$ cat config.mk
export PLATFORM = sky130hd
export DESIGN_NAME = mmio_timer_flat
export DESIGN_NICKNAME = d
export VERILOG_FILES = /design/src/rtl/mmio_timer_if.sv /design/src/rtl/mmio_timer.sv /design/src/flat_wrapper.sv
export SDC_FILE = /design/constraint.sdc
export NUM_CORES = 1
export LEC_CHECK = 0
export BUFFER_PORTS_ARGS = -buffer_cell sky130_fd_sc_hd__buf_2
export CELL_PAD_IN_SITES_DETAIL_PLACEMENT = 0
export CELL_PAD_IN_SITES_GLOBAL_PLACEMENT = 1
export CORE_MARGIN = 5
export CORE_UTILIZATION = 45
export DETAILED_ROUTE_END_ITERATION = 16
export GPL_TIMING_DRIVEN = 0
export PLACE_DENSITY = 0.93
export SKIP_LAST_GASP = 1
export SLEW_MARGIN = 15
export SYNTH_ARGS = -nofsm -noshare
export SYNTH_HDL_FRONTEND = slang
export SYNTH_SLANG_ARGS = --single-unit
$ cat constraint.sdc
create_clock -name clk -period 3.9 [get_ports clk]
set_input_delay 0.78 -clock clk [delete_from_list [all_inputs] [get_ports clk]]
set_output_delay 0.78 -clock clk [all_outputs]
set_load 0.05 [all_outputs]
$ cat src/rtl/mmio_timer_if.sv
// CPU data-bus view of the timer: MAB/MDB address and data, write strobes,
// read-back data, address hit and interrupt request.
interface mmio_timer_if;
    logic [15:0] MAB_in;
    logic [15:0] MDB_in;
    logic        MW;
    logic        BW;
    logic [15:0] MDB_out;
    logic        SEL;
    logic        IRQ;

    modport master (output MAB_in, MDB_in, MW, BW, input MDB_out, SEL, IRQ);
    modport slave  (input MAB_in, MDB_in, MW, BW, output MDB_out, SEL, IRQ);
endinterface

$ cat src/rtl/mmio_timer.sv
// Memory-mapped 16-bit timer: CTL/CNT/CCR registers, 3-bit prescaler,
// continuous and up-to-compare modes, level IRQ on rollover.
module mmio_timer #(
    parameter logic [15:0] BASE = 16'h0160
) (
    input  logic         clk,
    input  logic         rst,
    mmio_timer_if.slave  bus
);
    logic        ctl_en, ctl_mode, ctl_ie, ctl_ifg;
    logic [1:0]  ctl_div;
    logic [15:0] cnt, ccr;
    logic [2:0]  presc;

    logic        hit_ctl, hit_cnt, hit_ccr;
    logic        wr_cnt, wr_ccr, wr_ctl_lo, clr;
    logic [15:0] ctl_rd, reg_rd, cnt_wdata, ccr_wdata, cnt_next;
    logic [2:0]  presc_limit;
    logic        tick, wrap, hw_set;

    function automatic logic [15:0] byte_lane(input logic [15:0] r,
                                              input logic bw, input logic a0);
        if (!bw)    return r;
        else if (a0) return {8'h00, r[15:8]};
        else        return {8'h00, r[7:0]};
    endfunction

    function automatic logic [15:0] merge_write(input logic [15:0] old,
                                                input logic [15:0] wdata,
                                                input logic bw, input logic a0);
        if (!bw)    return wdata;
        else if (a0) return {wdata[7:0], old[7:0]};
        else        return {old[15:8], wdata[7:0]};
    endfunction

    assign hit_ctl = (bus.MAB_in[15:1] == BASE[15:1]);
    assign hit_cnt = (bus.MAB_in[15:1] == BASE[15:1] + 15'd1);
    assign hit_ccr = (bus.MAB_in[15:1] == BASE[15:1] + 15'd2);
    assign bus.SEL = hit_ctl | hit_cnt | hit_ccr;

    assign ctl_rd = {10'd0, ctl_ifg, ctl_ie, ctl_mode, ctl_div, ctl_en};

    always_comb begin
        reg_rd = 16'h0000;
        if (hit_ctl)      reg_rd = ctl_rd;
        else if (hit_cnt) reg_rd = cnt;
        else if (hit_ccr) reg_rd = ccr;
    end

    assign bus.MDB_out = (bus.SEL && !bus.MW) ? byte_lane(reg_rd, bus.BW, bus.MAB_in[0])
                                              : 16'h0000;

    // Every writable CTL bit sits in the low byte, so a high-byte write is a no-op.
    assign wr_ctl_lo = bus.MW & hit_ctl & (~bus.BW | ~bus.MAB_in[0]);
    assign wr_cnt    = bus.MW & hit_cnt;
    assign wr_ccr    = bus.MW & hit_ccr;
    assign clr       = wr_ctl_lo & bus.MDB_in[6];
    assign cnt_wdata = merge_write(cnt, bus.MDB_in, bus.BW, bus.MAB_in[0]);
    assign ccr_wdata = merge_write(ccr, bus.MDB_in, bus.BW, bus.MAB_in[0]);

    always_comb begin
        case (ctl_div)
            2'd0:    presc_limit = 3'd0;
            2'd1:    presc_limit = 3'd1;
            2'd2:    presc_limit = 3'd3;
            default: presc_limit = 3'd7;
        endcase
    end

    assign tick = ctl_en & (presc == presc_limit);

    always_comb begin
        cnt_next = cnt + 16'd1;
        wrap     = (cnt == 16'hFFFF);
        if (ctl_mode) begin
            wrap = (cnt == ccr);
            if (wrap) cnt_next = 16'h0000;
        end
    end

    // A CPU write to CNT or a CLR suppresses the tick, including its IFG set.
    assign hw_set = tick & wrap & ~wr_cnt & ~clr;

    always_ff @(posedge clk or negedge rst) begin
        if (!rst) begin
            ctl_en   <= 1'b0;
            ctl_div  <= 2'd0;
            ctl_mode <= 1'b0;
            ctl_ie   <= 1'b0;
            ctl_ifg  <= 1'b0;
            cnt      <= 16'h0000;
            ccr      <= 16'h0000;
            presc    <= 3'd0;
        end else begin
            if (clr)
                presc <= 3'd0;
            else if (ctl_en)
                presc <= (presc == presc_limit) ? 3'd0 : presc + 3'd1;

            if (clr)
                cnt <= 16'h0000;
            else if (wr_cnt)
                cnt <= cnt_wdata;
            else if (tick)
                cnt <= cnt_next;

            if (wr_ccr)
                ccr <= ccr_wdata;

            if (wr_ctl_lo) begin
                ctl_en   <= bus.MDB_in[0];
                ctl_div  <= bus.MDB_in[2:1];
                ctl_mode <= bus.MDB_in[3];
                ctl_ie   <= bus.MDB_in[4];
            end

            // Software can only clear IFG; a same-edge hardware set wins.
            ctl_ifg <= hw_set | (ctl_ifg & ~(wr_ctl_lo & ~bus.MDB_in[5]));
        end
    end

    assign bus.IRQ = ctl_ie & ctl_ifg;
endmodule
$ cat src/flat_wrapper.sv
// flat-port wrapper written by rule: the top's interface ports become plain ports
module mmio_timer_flat 
#(
    parameter logic [15:0] BASE = 16'h0160
)
  (clk, rst, bus_MAB_in, bus_MDB_in, bus_MW, bus_BW, bus_MDB_out, bus_SEL, bus_IRQ);
  mmio_timer_if bus_i ();
  input  logic clk;
  input  logic rst;
  input wire logic [$bits(bus_i.MAB_in)-1:0] bus_MAB_in;
  input wire logic [$bits(bus_i.MDB_in)-1:0] bus_MDB_in;
  input wire logic [$bits(bus_i.MW)-1:0] bus_MW;
  input wire logic [$bits(bus_i.BW)-1:0] bus_BW;
  output wire logic [$bits(bus_i.MDB_out)-1:0] bus_MDB_out;
  output wire logic [$bits(bus_i.SEL)-1:0] bus_SEL;
  output wire logic [$bits(bus_i.IRQ)-1:0] bus_IRQ;
  assign bus_i.MAB_in = bus_MAB_in;
  assign bus_i.MDB_in = bus_MDB_in;
  assign bus_i.MW = bus_MW;
  assign bus_i.BW = bus_BW;
  assign bus_MDB_out = bus_i.MDB_out;
  assign bus_SEL = bus_i.SEL;
  assign bus_IRQ = bus_i.IRQ;
  mmio_timer #(.BASE(BASE)) u_core (.clk(clk), .rst(rst), .bus(bus_i));
endmodule
# Word level (Yosys, flattened, before mapping)

Index checks and enable logic that the tools add are counted.

Add/sub/neg operators: 2
Bitwise operators: 22
Multiplexer cells: 18
Reduce and logical (&&, ||, !) cells: 9
Equality and inequality tests: 12

Operators with widths:

| kind                                                  | number |
|---|---|
| 2-to-1 mux 16 bit                                     | 12 |
| equality test 15 x 8 -> 1 bit (second input constant) | 3 |
| adder 16 x 1 -> 16 bit (second input constant)        | 1 |
| equality test 16 bit                                  | 1 |
| equality test 16 bit (second input constant)          | 1 |
| AND 1 bit                                             | 12 |
| 2-to-1 mux 3 bit                                      | 3 |
| one-hot mux 3 bit (3 select lines)                    | 1 |
| 2-to-1 mux 8 bit                                      | 1 |
| != test 4 bit (second input constant)                 | 2 |
| AND reduction 2 bit                                   | 4 |
| inverter 1 bit                                        | 6 |
| != test 2 bit (second input constant)                 | 2 |
| OR 1 bit                                              | 4 |
| adder 3 x 1 -> 3 bit (second input constant)          | 1 |
| equality test 3 bit                                   | 1 |
| nonzero test 3 bit                                    | 1 |
| equality test 2 x 1 -> 1 bit (second input constant)  | 1 |
| equality test 2 bit (second input constant)           | 1 |
| logical NOT 2 bit                                     | 1 |
| nonzero test 2 bit                                    | 1 |
| logical AND 1 bit                                     | 1 |
| logical NOT 1 bit                                     | 1 |
| 2-to-1 mux 1 bit                                      | 1 |

Word-level logic and storage cells: 73
Output and inout port bits: 18
Bits in registers: 41
Bits of input ports: 36

# Logic depth before layout (Yosys ltp)

Gate-level depths: netlist (run 1).

Depth after elaboration: 8
Gate-level depth with buffers: 9
Mapped depth without buffers: 8

# Worst setup path after synthesis (run 1)

No wires, ideal clock.

Path kind: input to output
Start: input bus_MAB_in[12]
End: output bus_MDB_out[13]
Data required time: 3.120 ns
Stages: 7
Arrival: 3.326 ns
Setup slack: -0.206 ns
Path through: nor4_1 > nand4_1 > a211o_1 > clkbuf_1 > or2_2 > clkbuf_1 > nor3_1

Cells in the longest elaborated chain, start to end: 6

RTL lines:

| what                          | line               | text |
|---|---|---|
| start: declaration            | flat_wrapper.sv:10 | `input wire logic [$bits(bus_i.MAB_in)-1:0] bus_MAB_in;` |
| equality test 15 x 8 -> 1 bit | mmio_timer.sv:38   | `assign hit_ccr = (bus.MAB_in[15:1] == BASE[15:1] + 15'd2);` |
| 2-to-1 mux 16 bit             | mmio_timer.sv:47   | `else if (hit_ccr) reg_rd = ccr;` |
| 2-to-1 mux 16 bit             | mmio_timer.sv:46   | `else if (hit_cnt) reg_rd = cnt;` |
| 2-to-1 mux 16 bit             | mmio_timer.sv:45   | `if (hit_ctl) reg_rd = ctl_rd;` |
| 2-to-1 mux 16 bit             | mmio_timer.sv:23   | `if (!bw) return r;` |
| 2-to-1 mux 16 bit *           | mmio_timer.sv:50   | `assign bus.MDB_out = (bus.SEL && !bus.MW) ? byte_lane(reg_rd, bus.BW, bus.MAB_in[0])` |
| end: declaration              | flat_wrapper.sv:14 | `output wire logic [$bits(bus_i.MDB_out)-1:0] bus_MDB_out;` |

Mark *: on every way between the ends. The rest lies on a longest branch, timed or not.

# Worst setup path after layout (run 1)

Start: input bus_MAB_in[4]
End: output bus_MDB_out[13]

Same word-level chain as after synthesis.

==> flow_summary.json, run 1 <==
{
  "grt_max_degree": 42,
  "syn_to_final_growth_pct": 15.1,
  "syn_area_mm2": 0.00299,
  "cts-htree-levels": 2,
  "hold_violations": 0,
  "synth_cells": 361,
  "ys_seq_area_share_pct": 34.3,
  "cellLeakagePower_nw": 1.42,
  "dp_hpwl_um": 7150,
  "avgViaCountPerCell": 6.03,
  "peakVddDrop_uv": 107,
  "tightest_slew_ns": 1.07,
  "routed_wl_um": 9230,
  "place_area_mm2": 0.00335,
  "drc": 0,
  "reg2reg_from": "u_core.ctl_div[0]",
  "cts_repair_resize_count": 0,
  "fin_skew_ns": 0.00665,
  "diodes": 0,
  "insertion_delay_ns": 0.30,
  "relSlewSlack_pct": 27.8,
  "die-area_mm2": 0.00838,
  "path_cells": "buf_2 -> nor4_1 -> nand4_1 -> a211o_1 -> clkbuf_1 -> or2_2 -> clkbuf_1 -> nor3_2 -> buf_2",
  "cpPeakStageDelay_ns": 0.35,
  "nets": 459,
  "ys_types": 54,
  "crit_arrival_ns": 2.77,
  "cts_buffer_depth": 2,
  "grt_usage_pct": 22.2,
  "std_cell_rows": 29,
  "clock-root-buffer": "clkbuf_8",
  "r2r_slack_ns": 1.21,
  "slew_viol_final": 0,
  "cts_tree": "yes",
  "end_kind": "output port",
  "path_clk_slew_ns": 0.07,
  "power_density_mw_per_mm2": 228,
  "cp.depth": 9,
  "post-cts-setup-buffers": 1,
  "fp.dieW_um": 91.5,
  "grt_pass1_wl_um": 14800,
  "wl_per_cell_um": 18.5,
  "die_h_um": 91.5,
  "place.gp.congestion": 0.957,
  "clock-sinks": 41,
  "start_kind": "input pin",
  "maxCapViolCount": 0,
  "hold_buffers": 0,
  "antenna_found_initial": 0,
  "setup_viol": 0,
  "period_share_pct": 90.9,
  "fin_area_mm2": 0.00344,
  "min_from": "u_core.ccr[14]",
  "reg2reg_to": "u_core.cnt[11]",
  "synth_common_cells": "42 x nor2_1, 41 x dfrtp_1, 33 x nand2_1",
  "ios": 54,
  "yosysMostFrequentCell": "nor2_1",
  "crit_slowest_cell": "nor4_1",
  "syn_avg_cell_area_um2": 8.29,
  "post-synth-top-area-cell": "dfrtp_1",
  "tns_ns": 0,
  "grt_pass1_vias": 2870,
  "min_path_type": "reg -> reg",
  "rsz0062_at_grt": "false",
  "numPortBuffers": 52,
  "hold_path_depth": 2,
  "worst-path-buf-inv": 4,
  "drive_above_1_share_pct": 20.9,
  "numCtsBuffers": 5,
  "ant_nets": 0,
  "post-route-min-period_ns": 3.55,
  "yosys_warnings": 0,
  "initial_core_util_pct": 46.6,
  "r2r_cells": 8,
  "fmax_mhz": 282,
  "cp_max_fo": 9,
  "synthesis.nets": 399,
  "ys_async_sr_fraction_pct": 100,
  "num_vias": 3011,
  "synth_seq_cells": 41,
  "cpLargestDelayFamily": "simple AND/OR/NAND/NOR gates",
  "core_mm2": 0.00642,
  "drt_iter0_drc": 246,
  "path_class": "in -> out",
  "status": "finished clean",
  "synth_enable_flop_cells": 0,
  "critical_path_required_ns": 3.12,
  "ys.flop_type": "dfrtp_1",
  "drt-pass1-iter-count": 4,
  "synthTopCellsByArea": "dfrtp_1 34%, xnor2_1 5.9%, mux2_2 5.3%",
  "holdPathEnd": "u_core.ccr[14]",
  "overflow": 0,
  "yosys.area.top_type_share_pct": 34.3
}
==> cell type report <==
class,count,area (um^2)
well taps,77,96.3
repair buffers,53,268
inverters,4,15.0
fillers,592,2980
multi-input cells,291,1850
flip-flops and latches,41,1030
clock buffers,6,72.6
plain buffers,25,109
clock inverters,2,10.0
==> worst reg2reg max path, cell delays in order (launching register included) <==
cell and delay, ns:
dfrtp_1 0.44, or3b_4 0.42, a2111oi_4 0.32, a31oi_2 0.16
or2_1 0.31, buf_6 0.13, or4_1 0.50, a21o_1 0.19
a21oi_1 0.13
==> stage by stage <==
step | cells | setup slack [ns] | hold WS (ns) | total power [mW] | utilization [%]
finish | 499 | 0.355 | 0.531 | 0.785 | 53.6
global route | 499 | 0.208 | 0.562 | 0.820 | 53.6
CTS | 499 | 0.327 | 0.538 | 0.795 | 53.6
detailed placement | 490 | 0.0130 | 0.523 | 0.524 | 52.2
global placement | 490 | 0.0163 | 0.511 | 0.523 | 52.2
floorplan | 361 | 0.144 | 0.483 | 0.476 | -
==> placed cells by master, fill, tap and decap left out, types with 2 or more instances in the layout <==
cell type	instances
o21ai_0	26
buf_2	52
a2111oi_0	3
mux2i_1	9
a311oi_1	2
nor2b_1	9
clkbuf_1	24
mux2_2	14
and3_1	7
a221oi_1	4
nor3_1	13
a22oi_1	8
nor2_1	42
buf_6	2
a21oi_1	24
clkbuf_8	5
and2_1	2
nor3b_1	4
or3_2	3
nor4_1	6
clkinv_2	2
a211oi_1	9
dfrtp_1	41
nor4b_1	2
inv_1	4
nor3_2	2
ha_1	2
nand4_1	6
o22ai_1	5
xnor2_1	20
nand2_1	33
a31oi_1	5
nand3_1	7
==> logic make-up (layout without fill, tap and decap cells) <==
family          Yosys count  count (layout)  share of synthesized area [%]
compound gates           98              98                           21.6
xor+xnor                 21              21                           6.15
fa+ha+maj                 2               2                          0.836
buf+inv                  29              90                           4.14
flops                    41              41                           34.3
mux                      23              23                           8.28
simple gates            147             147                           24.7
==> power breakdown <==
group	switching, mW	internal (mW)
Sequential	0.00169	0.426
Clock	0.144	0.124
Combinational	0.0584	0.0309
Total	0.204	0.581
==> state kept, by name (all words and copies together), names as in the netlist <==
register and count:
u_core.cnt 16, u_core.ccr 16, u_core.ctl_ifg 1, u_core.ctl_ie 1
u_core.ctl_div 2, u_core.presc 3, u_core.ctl_mode 1, u_core.ctl_en 1
==> worst max-delay path by stage <==
stage | startpoint | endpoint | slack [ns]
finish | bus_MAB_in[4] | bus_MDB_out[13] | 0.35
global route | bus_MAB_in[4] | bus_MDB_out[13] | 0.21
CTS | bus_MAB_in[4] | bus_MDB_out[13] | 0.33
detailed placement | bus_MAB_in[4] | bus_MDB_out[13] | 0.01
global placement | bus_MAB_in[4] | bus_MDB_out[13] | 0.02
floorplan | bus_MAB_in[12] | bus_MDB_out[2] | 0.14
==> layer usage <==
metal | wire, um | part of all wire (%) | up-vias | global-route usage [%]
li1 | - | - | 1447 | -
met2 | 4230 | 46 | 132 | 34.6
met5 | 0 | 0 | - | 0
met3 | 605 | 6.6 | 18 | 4.38
met4 | 178 | 1.9 | 0 | 7.04
met1 | 4210 | 46 | 1414 | 30.8
Note: power is estimated with default switching activity, not from simulation.
==> run 2, diff against run 1 <==
Settings changed: BUFFER_PORTS_ARGS -buffer_cell sky130_fd_sc_hd__buf_2 to unset, CORE_UTILIZATION 45 to 47, DONT_BUFFER_PORTS set to 1, PLACE_DENSITY 0.93 to 0.86.
Clock period 3.9 ns to 3.8 ns, I/O delays scaled along.
==> flow_summary.json, run 2 (synthesized netlist as in run 1, its figures left out) <==
{
  "status": "finished clean",
  "peakVddDrop_uv": 144,
  "critical_path_required_ns": 3.04,
  "relSlewSlack_pct": 27.7,
  "slew_viol_final": 0,
  "ios": 54,
  "final_cell_mix": "41 x dfrtp_1, 33 x nor2_1, 33 x nand2_1",
  "period_share_pct": 94.7,
  "switchingPower_mw": 0.198,
  "setup_viol": 0,
  "drive_above_1_share_pct": 13.8,
  "start_kind": "input pin",
  "tightest_slew_ns": 1.09,
  "cts-htree-levels": 2,
  "power_density_mw_per_mm2": 239,
  "internal_power_mw": 0.584,
  "overflow": 0,
  "wl_per_cell_um": 20.7,
  "dp_hpwl_um": 7000,
  "cts_tree": "yes",
  "avgViaCountPerCell": 6.39,
  "cts_buffer_depth": 2,
  "ant_nets": 0,
  "syn_to_final_growth_pct": 9.37,
  "path_cells": "nor4_1 -> nand4_1 -> a211o_1 -> clkbuf_1 -> or2_2 -> nor3_4",
  "swShare_pct": 25.3,
  "fmax_mhz": 278,
  "comb_power_share_pct": 7.3,
  "die_h_um": 89.8,
  "clock-root-buffer": "clkbuf_8",
  "antenna_found_initial": 0,
  "drc": 0,
  "place.gp.congestion": 0.927,
  "nets": 406,
  "grt_pass1_vias": 2696,
  "post-route-min-period_ns": 3.60,
  "end_kind": "output port",
  "drt-pass1-iter-count": 5,
  "tns_ns": 0,
  "num_vias": 2848,
  "power_mw": 0.781,
  "path_clk_slew_ns": 0.08,
  "rsz0062_at_grt": "false",
  "grt_max_degree": 42,
  "min_path_type": "in -> async",
  "path_class": "in -> out",
  "fin_skew_ns": 0.00624,
  "insertion_delay_ns": 0.29,
  "std_cell_rows": 29,
  "crit_arrival_ns": 2.84,
  "crit_slowest_cell": "nor3_4",
  "layout_commonest_cell": "dfrtp_1",
  "hold_buffers": 0,
  "numCtsBuffers": 5,
  "hold_violations": 0,
  "power_frac_seq_pct": 56.1,
  "clock-sinks": 41,
  "largestRegisters": "u_core.ccr (16), u_core.cnt (16), u_core.presc (3)",
  "grt_pass1_wl_um": 14800,
  "numPortBuffers": 0,
  "initial_core_util_pct": 47.7,
  "cpPeakStageDelay_ns": 0.54,
  "routed_wl_um": 9250,
  "core_mm2": 0.00628,
  "diodes": 0,
  "die-area_mm2": 0.00806,
  "cp_max_fo": 9,
  "cellLeakagePower_nw": 1.20,
  "grt_usage_pct": 22.6,
  "drt_iter0_drc": 213,
  "fp.dieW_um": 89.8,
  "clock_power_share_pct": 36.5,
  "maxCapViolCount": 0
}
-- run 2: power by group through the flow --
stage	clock (mW)	sequential, mW	combinational, mW
2_1_floorplan	0	0.447	0.0413
3_3_place_gp	0	0.447	0.0527
3_5_place_dp	0	0.447	0.0540
4_1_cts	0.296	0.439	0.0553
5_1_grt	0.310	0.439	0.0629
6_report	0.286	0.439	0.0571
-- run 2: critical path, delay by kind of cell --
family	cells	cell delay (ns)
AOI/OAI and AO/OA	1	0.25
buffers and inverters	1	0.24
and+or+nand+nor	4	1.58
-- run 2: layout make-up --
type / instances / area [um^2]
plain buffers: 24 / 105
clock buffers: 5 / 68.8
clock inverters: 3 / 17.5
fillers: 628 / 3010
inverters: 4 / 15.0
multi-input cells: 291 / 1940
flip-flops and latches: 41 / 1030
well taps: 77 / 96.3
repair buffers: 1 / 7.51
-- run 2: stage by stage --
stage          utilization (%)  hold WS [ns]  cell area [um^2]  instances  setup WS [ns]
6_report                  52.1         0.155              3270        446          0.201
5_1_grt                   52.1         0.136              3270        446         0.0594
3_5_place_dp              49.6         0.466              3110        438         -0.255
3_3_place_gp              49.3         0.466              3090        438         -0.289
2_1_floorplan                -         0.464              3000        361         0.0839
4_1_cts                   52.0         0.140              3270        447         0.0177
-- run 2: path summary, 6_finish.rpt --
path / startpoint / cells past startpoint / end / slack [ns]
max reg2reg: u_core.ctl_div[0] / 8 / u_core.cnt[11] / 1.10
min reg2reg: u_core.ctl_ie / 1 / u_core.ctl_ie / 0.55
min in group clk: u_core.ctl_ie / 1 / u_core.ctl_ie / 0.55
max in group asynchronous: rst / 0 / u_core.cnt[0] / 3.55
max: bus_MAB_in[4] / 6 / bus_MDB_out[13] / 0.20
min: rst / 0 / u_core.cnt[12] / 0.15
-- run 2: per-layer routing --
layer	GRT usage (%)	vias to the layer above	wire length [um]
li1	-	1340	-
met3	4.92	15	665
met1	32.0	1376	4250
met5	0	-	0
met4	7.56	0	232
met2	33.9	117	4100
-- run 2: timing repair --
action,CTS,global route
setup buffers,1,0
pin swaps,2,1
resized for setup,15,2
setup endpoints to repair,8,10
